`src/rtl/seq_ripple_adder_pkg.sv`:
```
// rtl/seq_ripple_adder_pkg.sv - shared types and constants for the sequential ripple adder
package seq_ripple_adder_pkg;

    typedef enum logic [1:0] {
        IDLE = 2'd0,
        RUN  = 2'd1,
        DONE = 2'd2
    } state_t;

    localparam logic MODE_ADD = 1'b0;
    localparam logic MODE_SUB = 1'b1;

endpackage

```
`src/rtl/adder_segment.sv`:
```
// rtl/adder_segment.sv - SEG-bit combinational ripple chain of full adder cells
module adder_segment #(
    parameter int SEG = 4
) (
    input  logic [SEG-1:0] a,
    input  logic [SEG-1:0] b,
    input  logic           cin,
    output logic [SEG-1:0] s,
    output logic           cout,
    output logic           c_msb
);

    logic [SEG:0] c;

    assign c[0] = cin;

    for (genvar i = 0; i < SEG; i++) begin : g_bit
        full_adder u_fa (
            .a    (a[i]),
            .b    (b[i]),
            .cin  (c[i]),
            .s    (s[i]),
            .cout (c[i+1])
        );
    end

    assign cout  = c[SEG];
    // Carry entering the top bit; XOR with cout on the last segment gives signed overflow.
    assign c_msb = c[SEG-1];

endmodule

```
`src/rtl/full_adder.sv`:
```
// rtl/full_adder.sv - single-bit full adder cell
module full_adder (
    input  logic a,
    input  logic b,
    input  logic cin,
    output logic s,
    output logic cout
);

    assign s    = a ^ b ^ cin;
    assign cout = (a & b) | (cin & (a ^ b));

endmodule

```
`src/rtl/seq_ripple_adder.sv`:
```
// rtl/seq_ripple_adder.sv - multi-cycle add/sub, SEG bits per clock with registered carry
module seq_ripple_adder
    import seq_ripple_adder_pkg::*;
#(
    parameter int WIDTH = 16,
    parameter int SEG   = 4
) (
    input  logic             clk,
    input  logic             reset_n,
    input  logic             in_valid,
    output logic             in_ready,
    input  logic [WIDTH-1:0] in_a,
    input  logic [WIDTH-1:0] in_b,
    input  logic             in_c,
    input  logic             in_sub,
    output logic             out_valid,
    input  logic             out_ready,
    output logic [WIDTH-1:0] out_s,
    output logic             out_c,
    output logic             out_v
);

    localparam int NSEG = WIDTH / SEG;
    localparam int IW   = (NSEG > 1) ? $clog2(NSEG) : 1;
    localparam logic [IW-1:0]    LAST_IDX = IW'(NSEG - 1);
    localparam logic [WIDTH-1:0] SEG_MASK = WIDTH'({SEG{1'b1}});

    state_t           state_q;
    state_t           state_d;
    logic [IW-1:0]    idx_q;
    logic [WIDTH-1:0] a_q;
    logic [WIDTH-1:0] b_q;
    logic [WIDTH-1:0] s_q;
    logic             carry_q;
    logic             c_q;
    logic             v_q;

    logic [31:0]      base;
    logic [SEG-1:0]   seg_a;
    logic [SEG-1:0]   seg_b;
    logic [SEG-1:0]   seg_s;
    logic             seg_cout;
    logic             seg_cmsb;
    logic             last;

    // Select the operand slice for the current segment index.
    always_comb begin
        base  = 32'(idx_q) * 32'(SEG);
        seg_a = SEG'(a_q >> base);
        seg_b = SEG'(b_q >> base);
        last  = (idx_q == LAST_IDX);
    end

    adder_segment #(
        .SEG (SEG)
    ) u_seg (
        .a     (seg_a),
        .b     (seg_b),
        .cin   (carry_q),
        .s     (seg_s),
        .cout  (seg_cout),
        .c_msb (seg_cmsb)
    );

    // State register.
    always_ff @(posedge clk) begin
        if (!reset_n) begin
            state_q <= IDLE;
        end else begin
            state_q <= state_d;
        end
    end

    // Next-state logic and handshake outputs; in_ready is held low during reset.
    always_comb begin
        state_d   = state_q;
        in_ready  = 1'b0;
        out_valid = 1'b0;
        case (state_q)
            IDLE: begin
                in_ready = reset_n;
                if (in_valid) begin
                    state_d = RUN;
                end
            end
            RUN: begin
                if (last) begin
                    state_d = DONE;
                end
            end
            DONE: begin
                out_valid = 1'b1;
                if (out_ready) begin
                    state_d = IDLE;
                end
            end
            default: state_d = IDLE;
        endcase
    end

    // Operand capture on accept, then one segment per RUN cycle into the result register.
    always_ff @(posedge clk) begin
        if (!reset_n) begin
            idx_q   <= '0;
            a_q     <= '0;
            b_q     <= '0;
            s_q     <= '0;
            carry_q <= 1'b0;
            c_q     <= 1'b0;
            v_q     <= 1'b0;
        end else begin
            case (state_q)
                IDLE: begin
                    if (in_valid) begin
                        a_q     <= in_a;
                        b_q     <= (in_sub == MODE_ADD) ? in_b : ~in_b;
                        carry_q <= (in_sub == MODE_SUB) ? ~in_c : in_c;
                        idx_q   <= '0;
                    end
                end
                RUN: begin
                    s_q     <= (s_q & ~(SEG_MASK << base)) | (WIDTH'(seg_s) << base);
                    carry_q <= seg_cout;
                    if (last) begin
                        c_q <= seg_cout;
                        v_q <= seg_cmsb ^ seg_cout;
                    end else begin
                        idx_q <= idx_q + IW'(1);
                    end
                end
                default: ;
            endcase
        end
    end

    assign out_s = s_q;
    assign out_c = c_q;
    assign out_v = v_q;

endmodule

```
`config.mk`:
```
export PLATFORM = sky130hd
export DESIGN_NAME = seq_ripple_adder
export DESIGN_NICKNAME = d
export VERILOG_FILES = /design/src/rtl/seq_ripple_adder_pkg.sv /design/src/rtl/adder_segment.sv /design/src/rtl/full_adder.sv /design/src/rtl/seq_ripple_adder.sv
export SDC_FILE = /design/constraint.sdc
export NUM_CORES = 1
export LEC_CHECK = 0
export ABC_AREA = 1
export BUFFER_PORTS_ARGS = -buffer_cell sky130_fd_sc_hd__buf_2
export CORE_ASPECT_RATIO = 0.7
export CORE_MARGIN = 5
export CORE_UTILIZATION = 40
export DETAILED_ROUTE_END_ITERATION = 8
export GPL_ROUTABILITY_DRIVEN = 0
export GPL_TIMING_DRIVEN = 0
export PLACE_DENSITY = 0.65
export SYNTH_ARGS = -nofsm -noshare
export SYNTH_HDL_FRONTEND = slang
export SYNTH_SLANG_ARGS = --single-unit
```
`constraint.sdc`:
```
create_clock -name clk -period 3.3 [get_ports clk]
set_clock_uncertainty 0.2 [all_clocks]
set_input_delay 0.165 -clock clk [delete_from_list [all_inputs] [get_ports clk]]
set_output_delay 0.165 -clock clk [all_outputs]
set_load 0.01 [all_outputs]
```
==> impl_metrics.json, run 1 <==
{
  "status": "finished with violations",
  "violations": "hold timing",
  "dieHeight_um": 78.3,
  "synthTopCellsByArea": "dfxtp_1 (41%), nor2_1 (13%), nand2_1 (12%), o21ai_0 (6.4%), xnor2_1 (5.6%)",
  "power.share.clock": 0.241,
  "numCtsBuffers": 5,
  "grt_pass1_wl_um": 11200,
  "ys_types": 22,
  "power_frac_comb": 0.251,
  "setup_viol_count_final": 0,
  "worstPathArrival_ns": 3.12,
  "tns_ns": 0,
  "io_pins": 58,
  "hold_class": "input pin to flop",
  "hold_violations": 3,
  "maxCapViolations": 0,
  "finalNetCount": 513,
  "synth_area_um2": 2670,
  "avgSynthCellArea_um2": 7.08,
  "clkLatencyLatePin_ns": 0.31,
  "swShare": 0.303,
  "dp_hpwl_um": 5080,
  "tightest_slew_ns": 0.464,
  "dp_slack_ns": 0.00412,
  "timing.final.crit_share": 0.952,
  "core_area_um2": 6370,
  "grt_usage": 0.164,
  "route.detailed.drc": 0,
  "path_clk_slew_ns": 0.09,
  "multi_input_area_um2": 1350,
  "cts_setup_buffers": 0,
  "htreeDepth": 2,
  "synth_area_leader_cell": "dfxtp_1",
  "fillers": 643,
  "maxSlewViolCount": 0,
  "overflow": 0,
  "vias": 2548,
  "num_antenna_cells": 0,
  "cts_buffer_depth": 2,
  "tritoncts": "built",
  "clockRootBuffer": "clkbuf_8",
  "yosysWarnings": 0,
  "routed_wl_um": 6630,
  "p_leak_nw": 1.56,
  "criticalPathCategory": "flop to flop",
  "power_density_nw_per_um2": 425,
  "viasPerCell": 4.57,
  "drt_first_pass_iters": 4,
  "row_count": 24,
  "ant_nets": 0,
  "timing.fmax_mhz": 318,
  "crit_fanout": 11,
  "timing.hold.ws_ns": -0.00619,
  "cp_data_required_time_ns": 3.28,
  "ys_seq_area_frac": 0.413,
  "intPower_mw": 1.02,
  "crit_path_start_kind": "flop",
  "regArea_um2": 1100,
  "synth_top_area_frac": 0.413,
  "setup_ws_ns": 0.158,
  "grt_antenna_before_repair": 0,
  "drt_iter0_markers": 101,
  "wire_per_inst_um": 11.9,
  "synthesis.nets": 423,
  "report.power.total_mw": 1.46,
  "p_seq_frac": 0.508,
  "layout_min_cycle_time_ns": 3.14,
  "dieArea_um2": 8430,
  "area_growth_pct": 28.6,
  "initial_core_util": 0.419,
  "syn_inst": 377,
  "switchingPower_uw": 441,
  "layout-drive-gt1-share": 0.182,
  "yosys_register_bits": 55,
  "stdcell_count": 557,
  "grt_max_degree": 15,
  "grt_setup_unrepaired": "false",
  "design_area_um2": 3430,
  "postPlaceCellArea_um2": 3060,
  "slew_headroom": 0.691,
  "portBuffers": 55,
  "dp_cells": 523,
  "end_kind": "flop",
  "cts_sinks": 55,
  "vdd_drop_max_v": 0.000210,
  "die_x_um": 108,
  "grt_pass1_vias": 2467
}
-- synthesized netlist by cell type --
library cell / n
nand2_2: 1
nor2_2: 2
xnor2_1: 17
o21ai_0: 34
fa_1: 4
nor2_1: 95
clkbuf_4: 1
buf_4: 1
nand2_4: 1
a21oi_1: 24
ha_1: 4
nand3_1: 2
buf_6: 5
inv_1: 23
clkbuf_1: 5
o22ai_1: 4
dfxtp_1: 55
buf_2: 7
inv_4: 1
nor2_4: 2
clkbuf_2: 1
nand2_1: 88
-- kinds of logic (layout without fill, tap and decap cells) --
logic type	after synthesis	count (layout)	synth area share
AOI/OAI and AO/OA	62	62	0.118
xor gates and xnor gates	17	17	0.0558
adders and majority gates	8	8	0.0488
buffers and inverters	44	133	0.0835
DFF	55	55	0.413
and+or+nand+nor	191	191	0.281
-- worst max-delay path, cell delays in order, from the launching register on --
cell and delay (ns):
dfxtp_1 0.34, clkbuf_4 0.20, inv_1 0.12, buf_2 0.26, a21oi_2 0.11, fa_1 0.41
fa_1 0.37, inv_1 0.08, fa_2 0.23, fa_1 0.43, nand2_1 0.09, inv_1 0.05
nand2_1 0.06, a21oi_1 0.06
-- through the flow --
stage,utilization,hold slack [ns]
finish,0.539,-0.00619
global route,0.539,0.0192
CTS,0.536,0.000795
detailed placement,0.480,0.221
global placement,0.480,0.216
floorplan,-,0.128
-- cell type report --
class	count	share of cell area
Sequential cell	55	0.321
Timing Repair Buffer	83	0.162
Inverter	24	0.0270
Multi-Input combinational cell	278	0.394
Clock buffer	6	0.0212
Buffer	20	0.0419
Tap cell	91	0.0332
-- routing by layer --
| layer | vias up | GRT usage | wire length, um |
|---|---|---|---|
| met5 | - | 0 | 0 |
| met4 | 0 | 0.0340 | 55 |
| met3 | 6 | 0.0328 | 399 |
| met2 | 54 | 0.264 | 2890 |
| met1 | 1146 | 0.229 | 3290 |
| li1 | 1342 | - | - |
-- path summary, 6_finish.rpt --
kind,end,cells after the start,slack (ns),start
max,out_s[15],13,0.16,idx_q[1]
min,b_q[10],5,-0.006,in_b[10]
max reg2reg,out_s[15],13,0.16,idx_q[1]
min reg2reg,out_s[4],2,0.26,out_s[4]
-- power groups by stage --
| stage | Combinational [mW] | Sequential, mW | Clock (mW) |
|---|---|---|---|
| after global placement | 0.329 | 0.753 | 0 |
| final | 0.366 | 0.740 | 0.352 |
| after global routing | 0.418 | 0.747 | 0.391 |
| after floorplan | 0.237 | 0.753 | 0 |
| after CTS | 0.365 | 0.740 | 0.360 |
| after detailed placement | 0.338 | 0.756 | 0 |
-- sequential cells by signal, summed over array words and instances, names as in the netlist --
signal and flops:
a_q 16, out_s 16, idx_q 2, state_q 2, out_v 1, b_q 16, carry_q 1, out_c 1
-- layout by cell type (no fill, tap or decap) --
cell and n:
a21oi_1 23, a21oi_2 1, buf_2 59, buf_4 2
buf_6 6, clkbuf_1 6, clkbuf_4 3, clkbuf_8 5
dfxtp_1 54, dfxtp_2 1, dlygate4sd3_1 28, fa_1 3
fa_2 1, ha_1 4, inv_1 23, inv_4 1
nand2_1 88, nand2_2 1, nand2_4 1, nand3_1 2
nor2_1 95, nor2_2 2, nor2_4 2, o21ai_0 33
o21ai_1 1, o22ai_1 4, xnor2_1 17
-- what timing repair did --
item	in CTS	in global routing
hold endpoints to repair	28	0
pin swaps	0	2
gates resized for setup	1	10
setup endpoints to repair	2	6
hold buffers	28	0
(Power assumes the default switching activity.)
==> run 2, diff against run 1 <==
--- a/config.mk
+++ b/config.mk
@@ -8,7 +8,6 @@
 export ABC_AREA = 1
 export BUFFER_PORTS_ARGS = -buffer_cell sky130_fd_sc_hd__buf_2
 export CORE_ASPECT_RATIO = 0.7
-export CORE_MARGIN = 5
 export CORE_UTILIZATION = 40
 export DETAILED_ROUTE_END_ITERATION = 8
 export GPL_ROUTABILITY_DRIVEN = 0
==> constraint.sdc (replaced) <==
create_clock -name clk -period 4 [get_ports clk]
set_clock_uncertainty 0.2 [all_clocks]
set_input_delay 0.2 -clock clk [delete_from_list [all_inputs] [get_ports clk]]
set_output_delay 0.2 -clock clk [all_outputs]
set_load 0.01 [all_outputs]
==> run 2 against run 1 <==
The flow now finishes without violations. Via count is 3.4% lower. Sequential power is 18% lower. Total power is 16% lower. Register-to-register slack better by 0.56 ns. Clock power is 5% lower. Maximum frequency is 4.4% lower. Count of clock-buffer cells in the layout is 2 higher. Sequential share of layout area is 0.97 points higher. Worst setup slack better by 0.56 ns. Combinational power is 22% lower. Worst hold slack better by 0.017 ns. Critical path depth stayed put.
==> impl_metrics.json, run 2 (synthesis gave the netlist of run 1 again) <==
{
  "status": "finished, final reports clean",
  "path_clk_slew_ns": 0.10,
  "finalNetCount": 502,
  "maxSlewViolCount": 0,
  "tritoncts": "built",
  "wire_per_inst_um": 11.0,
  "final_common_cell": "nor2_1",
  "slew_headroom": 0.698,
  "dp_hpwl_um": 4660,
  "overflow": 0,
  "dieHeight_um": 70.3,
  "grt_setup_unrepaired": "false",
  "initial_core_util": 0.421,
  "crit_end": "out_s[3]",
  "cts_sinks": 55,
  "reg2reg_depth": 13,
  "end_kind": "flop",
  "clkLatencyLatePin_ns": 0.31,
  "r2r_start": "idx_q[1]",
  "post_cts_resized": 0,
  "reg2reg_slack_ns": 0.71,
  "met1Wirelength_um": 3170,
  "rr_endpoint": "out_s[3]",
  "crit_fanout": 11,
  "met2_length_um": 2530,
  "crit_path_start": "idx_q[1]",
  "dieArea_um2": 7000,
  "top_layer_used": "met4",
  "crit_path_start_kind": "flop",
  "layout_min_cycle_time_ns": 3.29,
  "num_antenna_cells": 0,
  "ant_nets": 0,
  "portBuffers": 55,
  "grt_pass1_vias": 2352,
  "hold_violations": 0,
  "setup_viol_count_final": 0,
  "routed_wl_um": 6020,
  "drt_iter0_markers": 121,
  "viasPerCell": 4.49,
  "core_area_um2": 6340,
  "htreeDepth": 2,
  "final_cell_mix": "nor2_1 (95), nand2_1 (88), buf_2 (62)",
  "grt_max_degree": 16,
  "die_x_um": 99.6,
  "tightest_slew_ns": 0.454,
  "wl_met3_um": 258,
  "crit_chain": "clkbuf_2 -> inv_1 -> buf_2 -> a21oi_1 -> fa_1 -> fa_1 -> inv_1 -> fa_1 -> fa_1 -> inv_1 -> nor2_1 -> nand2_1 -> a21oi_1",
  "slowest_stage": "fa_1",
  "hold_class": "input pin to flop",
  "route.detailed.drc": 0,
  "grt_antenna_before_repair": 0,
  "timing.hold.ws_ns": 0.0110,
  "area_growth_pct": 24.7,
  "cpMostUsedCell": "fa_1",
  "cts_buffer_depth": 2,
  "timing.final.crit_share": 0.821,
  "tns_ns": 0,
  "timing.fmax_mhz": 304,
  "slowest_delay_ns": 0.52,
  "maxCapViolations": 0,
  "grt_pass1_wl_um": 10500,
  "cp_data_required_time_ns": 4.04,
  "drt_first_pass_iters": 4,
  "p_leak_nw": 1.53,
  "io_pins": 58,
  "numCtsBuffers": 5,
  "power_density_nw_per_um2": 370,
  "row_count": 24,
  "vias": 2461,
  "vdd_drop_max_v": 0.000162,
  "worstPathArrival_ns": 3.32,
  "grt_usage": 0.188,
  "criticalPathCategory": "flop to flop",
  "clockRootBuffer": "clkbuf_8",
  "layout-drive-gt1-share": 0.184
}
[run 2: area by class of cell]
cell class / count / area, um2
fill: 655 / 3010
clock buffer: 8 / 100
inverter: 24 / 92.6
timing repair buffer: 72 / 445
buffer: 20 / 130
tap: 91 / 114
multi-input combinational: 278 / 1340
sequential: 55 / 1100
[run 2: through the flow]
stage	worst slack (ns)	cell area, um2	utilization	std cells	power [mW]
final	0.714	3330	0.525	548	1.23
after global routing	0.451	3330	0.525	548	1.31
after CTS	0.723	3330	0.525	548	1.24
after detailed placement	0.735	3060	0.482	523	0.898
after global placement	0.798	3060	0.482	523	0.892
after floorplan	1.10	2670	-	377	0.817
[run 2: critical path: cells and delay by family (launching register included)]
kind                       cells  cell delay, ns
DFF                            1            0.38
adders and majority gates      4            1.34
AOI/OAI and AO/OA              2            0.41
and+or+nand+nor                2            0.20
buffers and inverters          5            0.69
[run 2: what timing repair did]
action	4_1_cts	5_1_grt
setup buffers	0	0
hold buffers	17	0
hold endpoints to repair	17	0
[run 2: how the worst min path moves through the flow]
| stage | from | end | cells after the start |
|---|---|---|---|
| CTS | in_b[1] | b_q[1] | 5 |
| floorplan | in_a[10] | a_q[10] | 2 |
| global placement | a_q[1] | a_q[1] | 2 |
| detailed placement | a_q[1] | a_q[1] | 2 |
| finish | in_b[1] | b_q[1] | 5 |
| global route | in_b[5] | b_q[5] | 5 |
[run 2: per-layer routing]
layer  up-vias  GRT usage
met5         -          0
li1       1324          -
met4         0     0.0458
met1      1080      0.267
met2        50      0.296
met3         7     0.0330
[run 2: report_power, final]
part | internal [mW] | switching (mW)
Sequential | 0.588 | 0.0217
Clock | 0.158 | 0.175
Combinational | 0.122 | 0.164
Total | 0.869 | 0.361
==> run 3, diff against run 2 <==
==> constraint.sdc (replaced) <==
create_clock -name clk -period 3.2 [get_ports clk]
set_clock_uncertainty 0.2 [all_clocks]
set_input_delay 0.16 -clock clk [delete_from_list [all_inputs] [get_ports clk]]
set_output_delay 0.16 -clock clk [all_outputs]
set_load 0.01 [all_outputs]
==> run 3 against run 2 <==
The flow now finishes with violations (hold timing). Sequential share of layout area fell by 1.7 points. Worst setup slack worse by 0.53 ns. Utilization is 2.9 points higher.
==> impl_metrics.json, run 3 (synthesis gave the netlist of run 1 again) <==
{
  "status": "finished with violations",
  "violations": "hold timing",
  "grt_max_degree": 16,
  "ant_nets": 0,
  "slowest_stage": "fa_1",
  "routed_wl_um": 6260,
  "tritoncts": "built",
  "grt_pass1_vias": 2416,
  "initial_core_util": 0.421,
  "end_kind": "flop",
  "cts_buffer_depth": 2,
  "route.detailed.drc": 0,
  "wire_per_inst_um": 11.1,
  "clockRootBuffer": "clkbuf_8",
  "timing.hold.ws_ns": -0.00722,
  "maxCapViolations": 0,
  "crit_chain": "buf_6 -> buf_6 -> o21ai_0 -> nor2_1 -> a21oi_2 -> fa_1 -> fa_1 -> inv_1 -> fa_2 -> fa_1 -> nand2_1 -> inv_1 -> nand2_1 -> a21oi_1",
  "cp_data_required_time_ns": 3.18,
  "layout_min_cycle_time_ns": 3.01,
  "num_antenna_cells": 0,
  "hold_class": "input pin to flop",
  "path_clk_slew_ns": 0.09,
  "design_area_um2": 3510,
  "drt_iter0_markers": 109,
  "timing.fmax_mhz": 332,
  "tightest_slew_ns": 0.438,
  "tns_ns": 0,
  "slowest_delay_ns": 0.43,
  "finalNetCount": 517,
  "portBuffers": 55,
  "cts_sinks": 55,
  "layout-drive-gt1-share": 0.199,
  "row_count": 24,
  "maxSlewViolCount": 0,
  "worstPathArrival_ns": 2.99,
  "p_leak_nw": 1.60,
  "dp_cells": 523,
  "dieHeight_um": 70.3,
  "crit_path_start_kind": "flop",
  "intPower_mw": 1.11,
  "final_common_cell": "nor2_1",
  "final_cell_mix": "nor2_1 (95), nand2_1 (88), buf_2 (58)",
  "power.share.clock": 0.266,
  "grt_usage": 0.193,
  "core_area_um2": 6340,
  "overflow": 0,
  "switchingPower_uw": 458,
  "crit_fanout": 10,
  "drt_first_pass_iters": 4,
  "dieArea_um2": 7000,
  "p_seq_frac": 0.487,
  "vias": 2511,
  "criticalPathCategory": "flop to flop",
  "swShare": 0.292,
  "numCtsBuffers": 5,
  "die_x_um": 99.6,
  "postPlaceCellArea_um2": 3060,
  "dp_hpwl_um": 4660,
  "grt_setup_unrepaired": "false",
  "hold_violations": 2,
  "clkLatencyLatePin_ns": 0.31,
  "grt_pass1_wl_um": 10800,
  "power_density_nw_per_um2": 446,
  "cpMostUsedCell": "fa_1",
  "slew_headroom": 0.708,
  "area_growth_pct": 31.7,
  "io_pins": 58,
  "htreeDepth": 2,
  "power_frac_comb": 0.247,
  "vdd_drop_max_v": 0.000204,
  "timing.final.crit_share": 0.942,
  "viasPerCell": 4.46,
  "setup_viol_count_final": 0,
  "final_util": 0.555,
  "stdcell_count": 563,
  "grt_antenna_before_repair": 0
}
-- run 3: changes by cell type in the layout (fill, tap and decap cells not counted), sizes merged --
cell         delta
clkinvlp        +1
buf             +4
clkbuf          -1
dlygate4sd3    +12
inv             -1
-- run 3: path summary, 6_finish.rpt --
check                              start        to  slack [ns]  cells past startpoint
worst max-delay path            idx_q[0]  out_s[7]        0.19                     14
worst min-delay path            in_b[14]   b_q[14]      -0.007                      5
worst max register to register  idx_q[0]  out_s[7]        0.19                     14
worst min register to register    a_q[1]    a_q[1]        0.26                      2
-- run 3: critical path: cells and delay by family, from the launching register on --
kind | cells | cell delay (ns)
buffers and inverters | 4 | 0.42
adder cells (fa/ha/maj) | 4 | 1.44
AND/OR/NAND/NOR | 3 | 0.28
flip-flops | 1 | 0.36
AO/OA/AOI/OAI | 3 | 0.20
-- run 3: layer usage --
layer / global-route usage / part of all wire
met4: 0.0458 / 0.0094
met5: 0 / 0
met2: 0.307 / 0.42
met1: 0.272 / 0.52
met3: 0.0330 / 0.048
-- run 3: timing repair --
action	4_1_cts	5_1_grt
hold buffers	29	0
resized for setup	6	13
pin swaps	0	0
hold endpoints to repair	29	0
buffers inserted	0	3
setup endpoints to repair	5	5
-- run 3: area by class of cell --
class	instances	area, um2
well taps	91	114
inverters	24	96.3
clock buffers	8	100
flip-flops and latches	55	1100
fillers	630	2820
repair buffers	87	588
plain buffers	20	154
multi-input cells	278	1360
-- run 3: metrics by stage --
step                      power (mW)  setup slack (ns)
after global routing            1.67            0.0107
final                           1.57             0.186
after floorplan                 1.02             0.297
after detailed placement        1.12           -0.0647
after CTS                       1.56            0.0412
after global placement          1.12          -0.00169
-- run 3: power groups by stage --
stage | Clock (mW) | Sequential (mW) | Combinational [mW]
5_1_grt | 0.454 | 0.770 | 0.442
4_1_cts | 0.426 | 0.762 | 0.377
3_5_place_dp | 0 | 0.778 | 0.345
3_3_place_gp | 0 | 0.777 | 0.338
6_report | 0.416 | 0.763 | 0.386
2_1_floorplan | 0 | 0.777 | 0.245
